[config.mk]
export PLATFORM = sky130hd
export DESIGN_NAME = fifo_uart_tx
export DESIGN_NICKNAME = d
export VERILOG_FILES = /design/src/rtl/fifo_uart_tx.sv
export SDC_FILE = /design/constraint.sdc
export NUM_CORES = 1
export LEC_CHECK = 0
export CORE_ASPECT_RATIO = 1.1
export CORE_MARGIN = 4
export CORE_UTILIZATION = 54
export DETAILED_ROUTE_END_ITERATION = 6
export HOLD_SLACK_MARGIN = 0.06
export PLACE_DENSITY = 0.77
export REMOVE_ABC_BUFFERS = 1
export SYNTH_ARGS = -nofsm -noshare
export SYNTH_HDL_FRONTEND = slang
export SYNTH_SLANG_ARGS = --single-unit
[constraint.sdc]
create_clock -name clk -period 2.53 [get_ports clk]
set_input_delay 0.506 -clock clk [delete_from_list [all_inputs] [get_ports clk]]
set_output_delay 0.506 -clock clk [all_outputs]
set_load 0.005 [all_outputs]
[src/rtl/fifo_uart_tx.sv]
// fifo_uart_tx: pops bytes from the byte FIFO and serialises each one as an
// asynchronous UART frame on txd (start, 8 data bits LSB first, optional
// parity, 1 or 2 stop bits). Every output is registered.
module fifo_uart_tx #(
  parameter int unsigned CLK_DIV    = 16,
  parameter int unsigned PARITY_EN  = 0,
  parameter int unsigned PARITY_ODD = 0,
  parameter int unsigned STOP_BITS  = 1
) (
  input  logic       clk,
  input  logic       rst_n,
  input  logic       enable,
  input  logic       fifo_empty,
  input  logic [7:0] fifo_data,
  output logic       fifo_rd_en,
  output logic       txd,
  output logic       busy,
  output logic       frame_done
);

  localparam int unsigned      DIV_W       = $clog2(CLK_DIV);
  localparam logic [DIV_W-1:0] DIV_RELOAD  = DIV_W'(CLK_DIV - 1);
  localparam logic [2:0]       LAST_STOP   = 3'(STOP_BITS - 1);
  localparam logic             PAR_EN      = (PARITY_EN != 0);
  localparam logic             PAR_ODD_BIT = (PARITY_ODD != 0);

  typedef enum logic [2:0] {
    S_IDLE, S_REQ, S_LOAD, S_START, S_DATA, S_PARITY, S_STOP
  } state_t;

  state_t           state;
  logic [DIV_W-1:0] div_cnt;
  logic [2:0]       bit_cnt;
  logic [7:0]       shreg;
  logic             parity_bit;

  // Frame sequencer; outputs are set on the edge entering the cycle they describe
  always_ff @(posedge clk) begin
    if (!rst_n) begin
      state      <= S_IDLE;
      txd        <= 1'b1;
      fifo_rd_en <= 1'b0;
      busy       <= 1'b0;
      frame_done <= 1'b0;
      div_cnt    <= '0;
      bit_cnt    <= '0;
      shreg      <= '0;
      parity_bit <= 1'b0;
    end else begin
      fifo_rd_en <= 1'b0;
      frame_done <= 1'b0;
      case (state)
        S_IDLE: begin
          txd  <= 1'b1;
          busy <= 1'b0;
          if (enable && !fifo_empty) begin
            state      <= S_REQ;
            fifo_rd_en <= 1'b1;
            busy       <= 1'b1;
          end
        end
        S_REQ: begin
          state <= S_LOAD;
        end
        S_LOAD: begin
          // fifo_data is valid this cycle, one cycle after the pop
          shreg      <= fifo_data;
          parity_bit <= (^fifo_data) ^ PAR_ODD_BIT;
          txd        <= 1'b0;
          div_cnt    <= DIV_RELOAD;
          state      <= S_START;
        end
        S_START: begin
          if (div_cnt == '0) begin
            txd     <= shreg[0];
            shreg   <= {1'b0, shreg[7:1]};
            bit_cnt <= '0;
            div_cnt <= DIV_RELOAD;
            state   <= S_DATA;
          end else begin
            div_cnt <= div_cnt - 1'b1;
          end
        end
        S_DATA: begin
          if (div_cnt == '0) begin
            div_cnt <= DIV_RELOAD;
            if (bit_cnt == 3'd7) begin
              bit_cnt <= '0;
              if (PAR_EN) begin
                txd   <= parity_bit;
                state <= S_PARITY;
              end else begin
                txd   <= 1'b1;
                state <= S_STOP;
              end
            end else begin
              txd     <= shreg[0];
              shreg   <= {1'b0, shreg[7:1]};
              bit_cnt <= bit_cnt + 3'd1;
            end
          end else begin
            div_cnt <= div_cnt - 1'b1;
          end
        end
        S_PARITY: begin
          if (div_cnt == '0) begin
            txd     <= 1'b1;
            bit_cnt <= '0;
            div_cnt <= DIV_RELOAD;
            state   <= S_STOP;
          end else begin
            div_cnt <= div_cnt - 1'b1;
          end
        end
        S_STOP: begin
          txd <= 1'b1;
          // Pulse lands on the very last cycle of the final stop bit
          if ((div_cnt == DIV_W'(1)) && (bit_cnt == LAST_STOP)) begin
            frame_done <= 1'b1;
          end
          if (div_cnt == '0) begin
            div_cnt <= DIV_RELOAD;
            if (bit_cnt == LAST_STOP) begin
              bit_cnt <= '0;
              if (enable && !fifo_empty) begin
                state      <= S_REQ;
                fifo_rd_en <= 1'b1;
              end else begin
                state <= S_IDLE;
                busy  <= 1'b0;
              end
            end else begin
              bit_cnt <= bit_cnt + 3'd1;
            end
          end else begin
            div_cnt <= div_cnt - 1'b1;
          end
        end
        default: begin
          state <= S_IDLE;
          txd   <= 1'b1;
          busy  <= 1'b0;
        end
      endcase
    end
  end

endmodule

Word level (Yosys, flattened, before mapping)
Cells that the tools add are included.
{"block": "word_totals", "ff_bits": 22, "inputBits": 12, "output_inout_bits": 4, "wordCells": 83}
{"block": "op_classes", "addsub": 2, "eq_ne": 18, "n_mux": 35, "bitwise": 2, "reduce_logical": 18}
{"op": "3-bit 2-to-1 mux", "count": 12}
{"op": "8-bit 2-to-1 mux", "count": 3}
{"op": "8-bit one-hot mux with 3 select lines", "count": 1}
{"op": "3-bit one-hot mux with 7 select lines", "count": 1}
{"op": "2-bit != test (second input constant)", "count": 9}
{"op": "4-bit AND reduction", "count": 4}
{"op": "3-bit == test (second input constant)", "count": 4}
{"op": "1-bit 2-to-1 mux", "count": 12}
{"op": "3-bit one-hot mux with 3 select lines", "count": 1}
{"op": "4-bit one-hot mux with 2 select lines", "count": 1}
{"op": "7-bit AND reduction", "count": 1}
{"op": "3-bit by 2-bit == test with 1-bit output (second input constant)", "count": 2}
{"op": "3-bit logical NOT", "count": 2}
{"op": "3-bit nonzero test", "count": 2}
{"op": "1-bit one-hot mux with 5 select lines", "count": 1}
{"op": "5-bit OR reduction", "count": 1}
{"op": "4-bit by 1-bit == test with 1-bit output (second input constant)", "count": 1}
{"op": "4-bit logical NOT", "count": 1}
{"op": "4-bit 2-to-1 mux", "count": 1}
{"op": "4-bit OR reduction", "count": 1}
{"op": "4-bit by 1-bit subtractor with 4-bit output (second input constant)", "count": 1}
{"op": "3-bit by 1-bit adder with 3-bit output (second input constant)", "count": 1}
{"op": "3-bit by 1-bit == test with 1-bit output (second input constant)", "count": 1}
{"op": "1-bit one-hot mux with 3 select lines", "count": 1}
{"op": "other kinds (8)", "count": 10}

Longest topological paths before layout
{"block": "logic_depth", "depth_word": 6, "depth_mapped": 8}

Worst setup path before layout
OpenSTA, ideal clock, no wires.
{"block": "synth_timing", "path_kind": "reg2reg", "startpoint": "register div_cnt[1]", "endpoint": "register state[1]", "arrival_time_ns": 1.775, "required_ns": 2.412, "path_slack_ns": 0.637, "stages_incl_launch_ff": 8, "path_buffers": 1, "period_less_slack_ns": 1.893, "path_cell_list": "dfxtp_1 -> inv_1 -> ha_1 -> or3b_1 -> buf_2 -> a22o_1 -> or3b_1 -> mux2i_1"}
{"block": "synth_between", "elab_chain_cells": 3}
{"element": "start, declared", "line_no": "32", "rtl": "logic [DIV_W-1:0] div_cnt;"}
{"element": "start signal, assigned", "line_no": "81", "rtl": "div_cnt <= div_cnt - 1'b1;"}
{"element": "start signal, assigned", "line_no": "102", "rtl": "div_cnt <= div_cnt - 1'b1;"}
{"element": "start signal, assigned", "line_no": "112", "rtl": "div_cnt <= div_cnt - 1'b1;"}
{"element": "4-bit logical NOT *"}
{"element": "2-bit != test (no line)"}
{"element": "7-bit AND reduction (no line) *"}
{"element": "end signal, assigned", "line_no": "79", "rtl": "state <= S_DATA;"}
{"element": "end signal, assigned", "line_no": "110", "rtl": "state <= S_STOP;"}
{"element": "end signal, assigned", "line_no": "126", "rtl": "state <= S_REQ;"}
{"element": "end, declared", "line_no": "31", "rtl": "state_t state;"}
Every way passes the cells marked *; elsewhere a longest branch is shown, timed or not.
A chain may end at the register's enable or synchronous reset.

Worst setup path in the final report
Ends and elaborated chain as after synthesis.

==> results_tabular.tex <==
\begin{tabular}{lr}
\hline
Metric & Value \\
\hline
\multicolumn{2}{l}{\textbf{Synthesis}} \\
\quad Total standard cell area after synthesis & 1400 sq um \\
\quad Synth Instances & 172 \\
\quad Average size of a mapped cell & 8.13 sq um \\
\quad FFs w/ async S/R, synth & 0\% \\
\quad Total of warnings raised by yosys & 0 \\
\quad Sequential area share after synthesis & 31.5\% \\
\quad Flip-flop and latch count after synthesis & 22 \\
\quad Number of distinct library cell variants in the gate-level netlist after synthesis & 46 \\
\quad Most frequently used flop master after synthesis & sky130\_fd\_sc\_hd\_\_dfxtp\_1 \\
\quad EDFF count, synth & 0 \\
\multicolumn{2}{l}{\textbf{Setup path}} \\
\quad CP Launch Type & flip-flop \\
\quad Worst-path cell with the longest stage delay & sky130\_fd\_sc\_hd\_\_or3b\_1 \\
\quad Worst endpoint data arrival time & 2.31 ns \\
\quad Largest delay share family, worst path & simple AND/OR/NAND/NOR gates \\
\quad Cell-by-cell listing of the critical path & inv\_1 > ha\_1 > or3b\_1 > a22o\_1 > or3b\_1 > mux2i\_1 \\
\quad Endpoint class of the critical path & flip-flop \\
\quad Sum of buffers and inverters on the critical path & 1 \\
\quad Worst path max stage delay & 0.50 ns \\
\quad Classification of the worst setup path & flip-flop to flip-flop \\
\quad Largest fanout on the critical path & 5 \\
\quad Dominant cell type by count on the critical path & sky130\_fd\_sc\_hd\_\_or3b\_1 \\
\quad Critical path data required time & 2.75 ns \\
\multicolumn{2}{l}{\textbf{Power}} \\
\quad Pwr Total & 1.02 mW \\
\quad Power per cell area & 641 nW/um\^{}2 \\
\quad Total leakage power & 0.572 nW \\
\quad Peak supply drop & 0.000454 V \\
\multicolumn{2}{l}{\textbf{Place}} \\
\quad Final weighted congestion of routability-driven global placement & 0.850 \\
\quad Post-DP HPWL & 2390 um \\
\quad Number of I/O port buffers & 15 \\
\multicolumn{2}{l}{\textbf{Timing}} \\
\quad Final setup viols & 0 \\
\quad Final hold violation count & 0 \\
\quad Period utilisation layout & 82.6\% \\
\quad Final slew viol count & 0 \\
\quad Setup\_tns & 0 ns \\
\quad Worst Tran Pin Value & 0.593 ns \\
\quad Worst slew margin & 60.4\% \\
\quad Achievable Freq & 0.478 GHz \\
\quad Setup repair after global routing missed its margin & false \\
\quad Clock period minus worst slack & 2.09 ns \\
\quad Setup skew after layout & 0.00644 ns \\
\quad Worst Hold Margin & 0.481 ns \\
\multicolumn{2}{l}{\textbf{CTS}} \\
\quad CTS sink count & 22 \\
\quad H-tree depth & 1 \\
\quad Worst-skew pair later-pin latency & 0.31 ns \\
\quad Number of buffers added to fix hold violations after cts & 0 \\
\quad Number of buffers between clock root and the deepest sink & 2 \\
\quad Root Buffer Master & sky130\_fd\_sc\_hd\_\_clkbuf\_4 \\
\quad Reg clk slew, reported paths & 0.13 ns \\
\quad CTS tree & done \\
\quad Number of CTS-inserted buffers & 3 \\
\quad Number of post-CTS setup repair buffers & 0 \\
\quad Post\_cts resized & 0 \\
\multicolumn{2}{l}{\textbf{Route}} \\
\quad Number of DRC markers after the initial detailed-route iteration & 49 \\
\quad Number of search-and-repair iterations in the first detailed-routing pass & 4 \\
\quad Count of nets left with antenna violations after detail routing & 0 \\
\quad Post-route DRC violation count & 0 \\
\quad Aggregate routed wire length & 3250 um \\
\quad WL per Instance & 15.2 um \\
\quad Detailed-route via count & 1346 \\
\quad Per-cell via count in the routed design & 6.32 \\
\multicolumn{2}{l}{\textbf{Floorplanning}} \\
\quad Site row count & 19 \\
\quad Total die area & 3470 sq um \\
\quad IO Count & 16 \\
\quad Effective utilization at floorplan & 56.0\% \\
\quad Area of the placeable core & 2500 sq um \\
\quad Width of the chip & 56.5 um \\
\quad Die Ht & 61.4 um \\
\multicolumn{2}{l}{\textbf{Global route}} \\
\quad Wire length of the first global-routing pass & 5420 um \\
\quad Vias in the first global route & 1224 \\
\quad Pin count of the biggest net entering global routing & 19 \\
\quad Total global routing track utilization & 19.6\% \\
\quad Antenna violations before repair & 0 \\
\quad Global route overflow & 0 \\
\multicolumn{2}{l}{\textbf{Finish}} \\
\quad ANT cells & 0 \\
\quad Share of layout cells above drive strength 1 & 7.69\% \\
\quad Net count, final & 201 \\
\quad Multi-input combinational cell area & 865 sq um \\
\quad Layout filler cell count & 226 \\
\quad FF/Latch Area & 440 sq um \\
\quad Fraction of the core area covered by cells at the end of the flow & 63.8\% \\
\quad Synth-to-Final Area Change & 13.8\% \\
\multicolumn{2}{l}{\textbf{Worst hold path}} \\
\quad Type of the worst min-delay path & flip-flop to flip-flop \\
\multicolumn{2}{l}{\textbf{Job}} \\
\quad Max cap viols & 0 \\
\multicolumn{2}{l}{\textbf{Run status}} \\
\quad Outcome & finished, final reports clean \\
\hline
\end{tabular}
## per-layer routing
layer / share of wire [%] / vias to the layer above / global-route usage [%]
met5: 0 / - / 0
met4: 1.6 / 0 / 6.44
met3: 6.4 / 7 / 2.52
met2: 50 / 54 / 36.0
met1: 42 / 636 / 24.1
li1: - / 649 / -
## through the flow
stage	setup WS, ns	area, sq um	instances
floorplan	0.342	1340	159
global placement	0.565	1570	210
detailed placement	0.465	1570	210
CTS	0.451	1590	213
global route	0.308	1590	213
finish	0.440	1590	213
## logic make-up after synthesis
logic type                 share of synthesized area (%)
DFF                                                 31.5
and+or+nand+nor                                     26.6
adders and majority gates                           4.47
muxes                                               7.33
AOI/OAI and AO/OA                                   23.4
buffers and inverters                               6.71
## synth_stat cells (all sizes together), types with 4 or more instances
cell type  instances  share of area, %
o21ai              9               3.5
inv               10               2.7
buf                9               3.0
a211oi             7               3.8
dfxtp             22                31
nor3              12               5.1
a21oi             13               4.9
nand2b             5               2.2
nor3b              4               2.1
ha                 5               4.5
mux2i              8               5.7
nand2             14               3.8
clkbuf             4               1.1
nor2               6               1.6
## flip-flops by register name (all words and copies together) (netlist names)
register,count
bit_cnt,3
busy,1
div_cnt,4
fifo_rd_en,1
frame_done,1
shreg,8
state,3
txd,1
## where the power goes
part	switching (mW)	internal [mW]	total [mW]	leakage [nW]
sequential	0.0627	0.393	0.456	0.179
clock	0.110	0.0557	0.166	0.0138
combinational	0.215	0.183	0.399	0.379
## area by class of cell
cell class	count	area share [%]
Timing Repair Buffer	20	11.8
Inverter	10	2.36
Sequential cell	22	27.7
Multi-Input combinational cell	127	54.3
Tap cell	31	2.44
Clock buffer	3	1.42
## final timing paths
check,from,endpoint,slack [ns],cells after the start
setup / recovery,div_cnt[1],state[1],0.44,6
hold / removal,bit_cnt[1],bit_cnt[1],0.48,2
setup reg to reg,div_cnt[1],state[1],0.44,6
hold reg to reg,bit_cnt[1],bit_cnt[1],0.48,2
## placed cells by master, fill, tap and decap left out, types with 4 or more instances in the layout
| cell type | count |
|---|---|
| sky130_fd_sc_hd__dfxtp_1 | 22 |
| sky130_fd_sc_hd__clkdlybuf4s50_1 | 15 |
| sky130_fd_sc_hd__nand2_1 | 14 |
| sky130_fd_sc_hd__a21oi_1 | 12 |
| sky130_fd_sc_hd__nor3_1 | 11 |
| sky130_fd_sc_hd__inv_1 | 10 |
| sky130_fd_sc_hd__mux2i_1 | 8 |
| sky130_fd_sc_hd__a211oi_1 | 7 |
| sky130_fd_sc_hd__o21ai_0 | 6 |
| sky130_fd_sc_hd__nor2_1 | 6 |
| sky130_fd_sc_hd__nand2b_1 | 5 |
| sky130_fd_sc_hd__ha_1 | 5 |
| sky130_fd_sc_hd__buf_4 | 5 |
| sky130_fd_sc_hd__nor3b_1 | 4 |
## worst reg2reg max path, delay by kind of cell (launching register included)
| family | cells | cell delay, ns |
|---|---|---|
| AO/OA/AOI/OAI | 1 | 0.27 |
| multiplexers | 1 | 0.13 |
| flip-flops | 1 | 0.36 |
| adder cells (fa/ha/maj) | 1 | 0.23 |
| AND/OR/NAND/NOR | 2 | 0.90 |
| buffers and inverters | 1 | 0.11 |
Power figures use the tool's default switching activity.
